==> src/rtl/mem_access.sv <==
// MEM pipeline stage: load/store over a single-outstanding req/ack data bus,
// with lane alignment, byte enables, address-error detection and stall control.
package mem_access_pkg;
    typedef enum logic [3:0] {
        OP_NOP, OP_ALU,
        OP_LB, OP_LBU, OP_LH, OP_LHU, OP_LW,
        OP_SB, OP_SH, OP_SW
    } Oper_t;

    typedef logic [4:0] Reg_addr_t;
endpackage

module mem_access
    import mem_access_pkg::*;
#(
    parameter int DBUS_AW        = 32,
    parameter bit STALL_ON_DRAIN = 1'b1
) (
    input  logic               clk,
    input  logic               rst,
    input  Oper_t              mem_oper,
    input  logic [31:0]        mem_mem_oper_addr,
    input  logic [31:0]        mem_mem_oper_data,
    input  logic               mem_wreg_write,
    input  Reg_addr_t          mem_wreg_addr,
    input  logic [31:0]        mem_wreg_data,
    input  logic [31:0]        mem_pc,
    input  logic               flush,
    output logic               wb_wreg_write,
    output Reg_addr_t          wb_wreg_addr,
    output logic [31:0]        wb_wreg_data,
    output logic               excp_adel,
    output logic               excp_ades,
    output logic [31:0]        bad_vaddr,
    output logic               stallreq_mem,
    output logic               dbus_req,
    output logic               dbus_we,
    output logic [3:0]         dbus_be,
    output logic [DBUS_AW-1:0] dbus_addr,
    output logic [31:0]        dbus_wdata,
    input  logic [31:0]        dbus_rdata,
    input  logic               dbus_ack
);

    typedef enum logic [1:0] {S_IDLE, S_WAIT, S_DONE, S_DRAIN} state_t;
    typedef enum logic [1:0] {SZ_BYTE, SZ_HALF, SZ_WORD} size_t;

    state_t state_q, state_d;

    logic               is_load, is_store, is_mem, misaligned;
    size_t              size;
    logic [3:0]         be_c;
    logic [31:0]        wdata_c;
    logic               latch_en, capture_en;

    logic               we_q;
    logic [3:0]         be_q;
    logic [DBUS_AW-1:0] addr_q;
    logic [31:0]        wdata_q;
    Oper_t              oper_q;
    logic [1:0]         off_q;
    logic               wreg_write_q;
    Reg_addr_t          wreg_addr_q;
    logic [31:0]        rdata_q;

    // The PC is carried for the pipeline record only; nothing in this stage consumes it.
    logic unused_pc;
    assign unused_pc = ^mem_pc;

    function automatic logic [31:0] load_align(Oper_t op, logic [1:0] off, logic [31:0] rd);
        logic [7:0]  b;
        logic [15:0] h;
        b = rd[{off, 3'b000} +: 8];
        h = off[1] ? rd[31:16] : rd[15:0];
        case (op)
            OP_LB:   return {{24{b[7]}}, b};
            OP_LBU:  return {24'h0, b};
            OP_LH:   return {{16{h[15]}}, h};
            OP_LHU:  return {16'h0, h};
            default: return rd;
        endcase
    endfunction

    always_comb begin
        // NOTE: every output of a combinational block gets a default first, otherwise paths that skip an assignment infer latches.
        is_load  = 1'b0;
        is_store = 1'b0;
        size     = SZ_WORD;
        case (mem_oper)
            OP_LB, OP_LBU: begin is_load  = 1'b1; size = SZ_BYTE; end
            OP_LH, OP_LHU: begin is_load  = 1'b1; size = SZ_HALF; end
            OP_LW:         begin is_load  = 1'b1; size = SZ_WORD; end
            OP_SB:         begin is_store = 1'b1; size = SZ_BYTE; end
            OP_SH:         begin is_store = 1'b1; size = SZ_HALF; end
            OP_SW:         begin is_store = 1'b1; size = SZ_WORD; end
            default: ;
        endcase
        is_mem = is_load | is_store;

        case (size)
            SZ_BYTE: begin
                misaligned = 1'b0;
                be_c       = 4'b0001 << mem_mem_oper_addr[1:0];
                wdata_c    = {4{mem_mem_oper_data[7:0]}};
            end
            SZ_HALF: begin
                misaligned = mem_mem_oper_addr[0];
                be_c       = mem_mem_oper_addr[1] ? 4'b1100 : 4'b0011;
                wdata_c    = {2{mem_mem_oper_data[15:0]}};
            end
            default: begin
                misaligned = |mem_mem_oper_addr[1:0];
                be_c       = 4'b1111;
                wdata_c    = mem_mem_oper_data;
            end
        endcase
    end

    always_comb begin
        state_d       = state_q;
        dbus_req      = 1'b0;
        dbus_we       = 1'b0;
        dbus_be       = 4'b0000;
        dbus_addr     = '0;
        dbus_wdata    = '0;
        stallreq_mem  = 1'b0;
        wb_wreg_write = 1'b0;
        wb_wreg_addr  = mem_wreg_addr;
        wb_wreg_data  = mem_wreg_data;
        excp_adel     = 1'b0;
        excp_ades     = 1'b0;
        bad_vaddr     = mem_mem_oper_addr;
        latch_en      = 1'b0;
        capture_en    = 1'b0;

        // Once issued, the request is replayed from the latched copy so the bus sees it stable.
        if (state_q == S_WAIT || state_q == S_DRAIN) begin
            dbus_req   = 1'b1;
            dbus_we    = we_q;
            dbus_be    = be_q;
            dbus_addr  = addr_q;
            dbus_wdata = wdata_q;
        end

        case (state_q)
            S_IDLE: begin
                if (is_mem && !flush) begin
                    if (misaligned) begin
                        excp_adel = is_load;
                        excp_ades = is_store;
                    end else begin
                        dbus_req   = 1'b1;
                        dbus_we    = is_store;
                        dbus_be    = be_c;
                        dbus_addr  = {mem_mem_oper_addr[DBUS_AW-1:2], 2'b00};
                        dbus_wdata = wdata_c;
                        if (dbus_ack) begin
                            wb_wreg_write = is_load & mem_wreg_write;
                            wb_wreg_data  = load_align(mem_oper, mem_mem_oper_addr[1:0], dbus_rdata);
                        end else begin
                            stallreq_mem = 1'b1;
                            latch_en     = 1'b1;
                            state_d      = S_WAIT;
                        end
                    end
                end else begin
                    wb_wreg_write = mem_wreg_write & ~is_mem & ~flush;
                end
            end
            S_WAIT: begin
                stallreq_mem = 1'b1;
                if (dbus_ack) begin
                    if (flush) begin
                        state_d = S_IDLE;
                    end else begin
                        capture_en = 1'b1;
                        state_d    = S_DONE;
                    end
                end else if (flush) begin
                    state_d = S_DRAIN;
                end
            end
            S_DONE: begin
                wb_wreg_write = wreg_write_q & ~flush;
                wb_wreg_addr  = wreg_addr_q;
                wb_wreg_data  = rdata_q;
                state_d       = S_IDLE;
            end
            S_DRAIN: begin
                if (dbus_ack) state_d = S_IDLE;
                if (is_mem) stallreq_mem = STALL_ON_DRAIN;
                else        wb_wreg_write = mem_wreg_write & ~flush;
            end
            default: state_d = S_IDLE;
        endcase

        // Reset withdraws the request at once; the bus tolerates the abort.
        if (!rst) begin
            dbus_req     = 1'b0;
            stallreq_mem = 1'b0;
        end
    end

    always_ff @(posedge clk) begin
        // NOTE: the latched request/data registers are reset too, so DRAIN/DONE never replay stale contents after reset.
        if (!rst) begin
            state_q      <= S_IDLE;
            we_q         <= 1'b0;
            be_q         <= 4'b0000;
            addr_q       <= '0;
            wdata_q      <= '0;
            oper_q       <= OP_NOP;
            off_q        <= 2'b00;
            wreg_write_q <= 1'b0;
            wreg_addr_q  <= '0;
            rdata_q      <= '0;
        end else begin
            // NOTE: sequential state uses non-blocking assignments so every register samples pre-edge values.
            state_q <= state_d;
            if (latch_en) begin
                we_q         <= is_store;
                be_q         <= be_c;
                addr_q       <= {mem_mem_oper_addr[DBUS_AW-1:2], 2'b00};
                wdata_q      <= wdata_c;
                oper_q       <= mem_oper;
                off_q        <= mem_mem_oper_addr[1:0];
                wreg_write_q <= is_load & mem_wreg_write;
                wreg_addr_q  <= mem_wreg_addr;
            end
            if (capture_en) rdata_q <= load_align(oper_q, off_q, dbus_rdata);
        end
    end

endmodule

==> config.mk <==
export PLATFORM = sky130hd
export DESIGN_NAME = mem_access
export DESIGN_NICKNAME = d
export VERILOG_FILES = /design/src/rtl/mem_access.sv
export SDC_FILE = /design/constraint.sdc
export NUM_CORES = 1
export LEC_CHECK = 0
export BUFFER_PORTS_ARGS = -buffer_cell sky130_fd_sc_hd__buf_2
export CORE_AREA = 10 10 148 116
export CTS_BUF_LIST = sky130_fd_sc_hd__clkbuf_2
export CTS_CLUSTER_SIZE = 16
export DETAILED_ROUTE_END_ITERATION = 6
export DIE_AREA = 0 0 158 126
export PLACE_DENSITY = 0.88
export SYNTH_ARGS = -nofsm -noshare
export SYNTH_HDL_FRONTEND = slang
export SYNTH_SLANG_ARGS = --single-unit
==> constraint.sdc <==
create_clock -name clk -period 6 [get_ports clk]
set_input_delay 1.2 -clock clk [delete_from_list [all_inputs] [get_ports clk]]
set_output_delay 1.2 -clock clk [all_outputs]
set_load 0.03 [all_outputs]
* Yosys cells after proc, flatten, opt, wreduce, memory -nomap -nowiden
Index checks and enable logic that the tools add are counted.
Storage, ports and cells: bits in latches 0, logic and storage cells 119, bits in registers 113, memories kept 0, bits in writable memories 0, bits of input ports 174, bits in read-only memories 0, output and inout bits 143
Operators by class: equality and inequality tests 21, add/subtract/negate cells 0, divide/modulo/power cells 0, reduce and logical (&&, ||, !) cells 11, mux-type cells 66, $mul 0, shift operators 3, order comparisons 0, bitwise operators 8
Operator list (count):
- $mux 32 | 11
- $pmux 32 s4 | 2
- $pmux 32 s2 | 2
- $shiftx 32x6->8 | 2
- $mux 16 | 2
- $mux 1 | 30
- $eq 4x3->1 const B | 6
- $mux 4 | 5
- $eq 4x2->1 const B | 4
- $mux 2 | 7
- $reduce_or 3->1 | 3
- $eq 4x4->1 const B | 2
- $ne 2x2->1 const B | 4
- $pmux 2 s4 | 1
- $pmux 4 s2 | 1
- $pmux 1 s3 | 2
- $and 1x1->1 | 5
- $mux 5 | 1
- $reduce_and 5->1 | 1
- $reduce_or 5->1 | 1
- $eq 2x1->1 const B | 2
- $eq 2x2->1 const B | 2
- $logic_not 2->1 | 2
- $pmux 2 s2 | 1
- 9 further kinds | 10

* Longest topological paths before layout
word-level depth 9, gate-level depth with buffers 9, mapped depth without buffers 5

* Least setup slack after synthesis
OpenSTA, ideal clock, no wires.
kind input-to-output, start input mem_oper[2], end output dbus_wdata[22], data required time 4.800 ns, slack 1.607 ns, path buffers 2, stages 7, arrival time 3.193 ns, path through buf_2 -> or4b_1 -> o21ai_2 -> nor2_2 -> buf_2 -> mux2i_1 -> o21ai_0
On the way: longest elaborated chain between the ends 8, elaborated cells between the ends (all ways) 24, those cells by class eq/ne (9); mux (8); bitwise (1); reduce/logical (6)
RTL lines:
- from (decl) | line 21 | input Oper_t mem_oper,
- $eq 4x3->1, or another cell as far along | line 89 | case (mem_oper)
- $reduce_or 3->1 (no line)
- $pmux 2 s2 | line 89
- $eq 2x1->1 or $logic_not 2->1 (tied branches) | line 100 | case (size)
- $pmux 32 s2 or $pmux 1 s2 (tied branches) | line 100
- $mux 32 | line 148 | if (misaligned) begin
- $mux 32 (*) | line 147 | if (is_mem && !flush) begin
- $mux 32 (*) | line 145 | case (state_q)
- to (decl) | line 40 | output logic [31:0] dbus_wdata,
Mark *: on every way between the ends. The rest lies on a longest branch, timed or not.

* Worst setup path in the final report
start input mem_oper[3], end output dbus_be[1]
On the way: longest elaborated chain between the ends 8, elaborated cells between the ends (all ways) 24, those cells by class eq/ne (9); mux (8); bitwise (1); reduce/logical (6)
RTL lines:
- $eq 4x3->1, or another cell as far along | line 89
- $reduce_or 3->1 (no line)
- $pmux 2 s2 | line 89
- $eq 2x1->1 or $logic_not 2->1 (tied branches) | line 100
- $pmux 4 s2 or $pmux 1 s2 (tied branches) | line 100
- $mux 4 | line 148
- $mux 4 (*) | line 147
- $mux 4 (*) | line 145
- to (decl) | line 38 | output logic [3:0] dbus_be,
Marks and branches as above.

==> results.py <==
metrics = {
    "run_status": {
        "status": "finished, violations left",
        "violations": "DRC",
    },
    "grt": {
        "track_usage_pct": 25.54,
        "grt_max_degree": 82,
        "grt_pass1_vias": 7976,
        "grt_pass1_wl_mm": 41.99,
        "grt-ovfl-total": 0,
        "antenna_found_initial": 3,
    },
    "floorplan": {
        "core_sq_um": 14220,
        "io_pins": 317,
        "die_area_sq_um": 19910,
        "rows": 38,
        "start_util_pct": 53.27,
        "die_h_um": 126,
        "die_w_um": 158,
    },
    "clocking": {
        "root_buffer": "clkbuf_2",
        "cts_max_level": 4,
        "cts_tree": "yes",
        "cts_buffer_depth": 2,
        "cts_hold_buf": 0,
        "clock-sinks": 113,
        "cts_setup_buffers": 0,
        "clk_pin_slew_ns": 0.16,
        "post_cts_resized": 0,
        "numCtsBuffers": 17,
        "clk-insertion-delay-late_ns": 0.67,
    },
    "synthesis": {
        "synthDistinctLibCells": 62,
        "synthesis.area_sq_um": 7574,
        "synth-edff-count": 0,
        "synth_flop_cell": "dfxtp_1",
        "yosysTopAreaCell": "dfxtp_1",
        "yosysWarnings": 0,
        "yosysSeqAreaShare_pct": 29.87,
        "synth_seq_cells": 113,
        "synth.avg_cell_area_sq_um": 7.930,
        "yosysTopAreaCellShare_pct": 29.87,
        "synth.area.top_cells": "dfxtp_1 30%, mux2i_1 14%, nand2_1 8.2%",
        "synthCells": 955,
        "synthArstFlopShare_pct": 0,
    },
    "place": {
        "pre_cts_ws_ns": 0.9222,
        "dp_hpwl_mm": 19.47,
        "port_buffers": 282,
        "place.gp.congestion": 1.052,
    },
    "setup_path": {
        "crit_path_max_fanout": 26,
        "worst_setup_path_end_kind": "primary output",
        "critical_path_class": "in2out",
        "rr_worst_depth": 7,
        "critPathRequiredTime_ns": 4.80,
        "crit_start": "mem_oper[3]",
        "r2r_end": "addr_q[15]",
        "arrival_ns": 4.00,
        "reg2reg_slack_ns": 2.81,
        "worstReg2RegStart": "state_q[0]",
        "endpoint": "dbus_be[1]",
        "startpoint_type": "input port",
    },
    "route": {
        "antenna_left": 0,
        "drc": 9,
        "routedWlPerCell_um": 20.39,
        "wirelength_mm": 27.28,
        "drt-initial-drc-count": 934,
        "vias": 8395,
        "drt_first_pass_iters": 7,
        "vias_per_cell": 6.274,
    },
    "finish": {
        "drive_above_1_share_pct": 30.65,
        "seq_area_sq_um": 2263,
        "fin_util_pct": 62.93,
        "syn2layout_area_growth_pct": 18.12,
        "final_cell_mix": "281 x buf_2, 165 x nand2_1, 112 x dfxtp_1",
        "multi_input_area_sq_um": 4682,
        "mostFrequentLayoutCell": "buf_2",
        "fin_nets": 1317,
        "fillers": 1221,
    },
    "timing": {
        "setup_tns_ns": 0,
        "hold_violations": 0,
        "final-max-slew-violation-count": 0,
        "fin_skew_ns": 0.02649,
        "fin_crit_sh_pct": 86.68,
        "fin_ws_ns": 0.7994,
        "fmax_mhz": 192.3,
        "period_minus_slack_ns": 5.201,
        "setup-violations-final": 0,
        "rsz0062_at_grt": "false",
        "slew_headroom_pct": 21.89,
        "worst_pin_slew_ns": 1.169,
    },
    "pwr": {
        "leakage_nw": 4.118,
        "p_per_area_nw_per_um2": 208.4,
        "ir_worst_vdd_v": 0.0001113,
    },
    "worst_hold_path": {
        "worstHoldPathType": "reg2reg",
        "hold_path_depth": 2,
    },
    "flow_run": {
        "cap_violations": 0,
    },
}
## report_power, final
part	switching, mW	internal (mW)
Combinational	0.355	0.168
Sequential	0.0156	0.774
Clock	0.319	0.233
Total	0.690	1.17
## kinds of logic (layout without fill, tap and decap cells)
| logic type | Yosys count | count (layout) | share of synthesized area (%) |
|---|---|---|---|
| compound gates | 319 | 319 | 28.81 |
| flops | 113 | 113 | 29.87 |
| other cells | 1 | 5 | 0.04951 |
| buf+inv | 131 | 330 | 8.739 |
| mux | 119 | 119 | 16.14 |
| simple gates | 270 | 270 | 16.16 |
| xor+xnor | 2 | 2 | 0.2313 |
## cell usage after synthesis (4+ instances only)
cell and count:
mux2_2 15, o21a_1 4, o21ai_0 88, inv_1 7
o211a_1 8, nand3_1 16, a222oi_1 13, o21ai_1 10
nand4_1 17, o22ai_1 4, nor2b_1 14, dfxtp_1 113
nand2b_1 8, a22oi_1 7, buf_4 38, a211oi_1 6
nor2_1 22, nand2_1 165, mux2i_1 103, buf_1 4
a31oi_1 17, a21boi_0 7, clkbuf_1 65, o311ai_0 16
a21oi_1 50, o21bai_1 8, nor3_1 5, a32oi_1 7
a22o_1 55, buf_2 16
## how the worst min path moves through the flow
stage	from	end	slack, ns
global route	addr_q[26]	addr_q[26]	0.49
finish	addr_q[20]	addr_q[20]	0.47
CTS	addr_q[20]	addr_q[20]	0.47
global placement	wreg_addr_q[0]	wreg_addr_q[0]	0.44
floorplan	wreg_addr_q[0]	wreg_addr_q[0]	0.43
detailed placement	wreg_addr_q[4]	wreg_addr_q[4]	0.45
## layer usage
metal  global-route usage [%]  vias up  part of all wire [%]
met5                        0        -                     0
met4                    7.558        0                   2.1
met3                    8.639       57                    13
met2                    39.59      555                    45
met1                    32.89     3922                    40
li1                         -     3861                     -
## critical path: stages
cell and delay, ns:
buf_2 0.20, inv_1 0.22, and3_1 0.57, a21o_1 0.40, nand2_1 0.61, o31ai_1 0.53, buf_2 0.28
## layout make-up
cell class	count	area share [%]
multi-input cells	712	52.34
flip-flops and latches	113	25.30
repair buffers	292	16.64
well taps	180	2.517
clock inverters	13	1.818
clock buffers	18	1.007
inverters	7	0.2937
diodes	3	0.08392
## through the flow
step / instances / hold slack [ns] / instance area (sq um) / power, mW
final: 1338 / 0.4706 / 8946 / 1.864
after detailed placement: 1304 / 0.4514 / 8686 / 1.318
after global placement: 1304 / 0.4419 / 8686 / 1.309
after floorplan: 956 / 0.4350 / 7577 / 1.154
after global routing: 1338 / 0.4903 / 8946 / 1.944
after CTS: 1335 / 0.4735 / 8939 / 1.866
## registers in the layout (all words and copies together), names as in the netlist, 2 cells and up
name	count
oper_q	4
addr_q	30
rdata_q	32
be_q	4
state_q	2
off_q	2
wreg_addr_q	5
wdata_q	32
(Power assumes the default switching activity.)
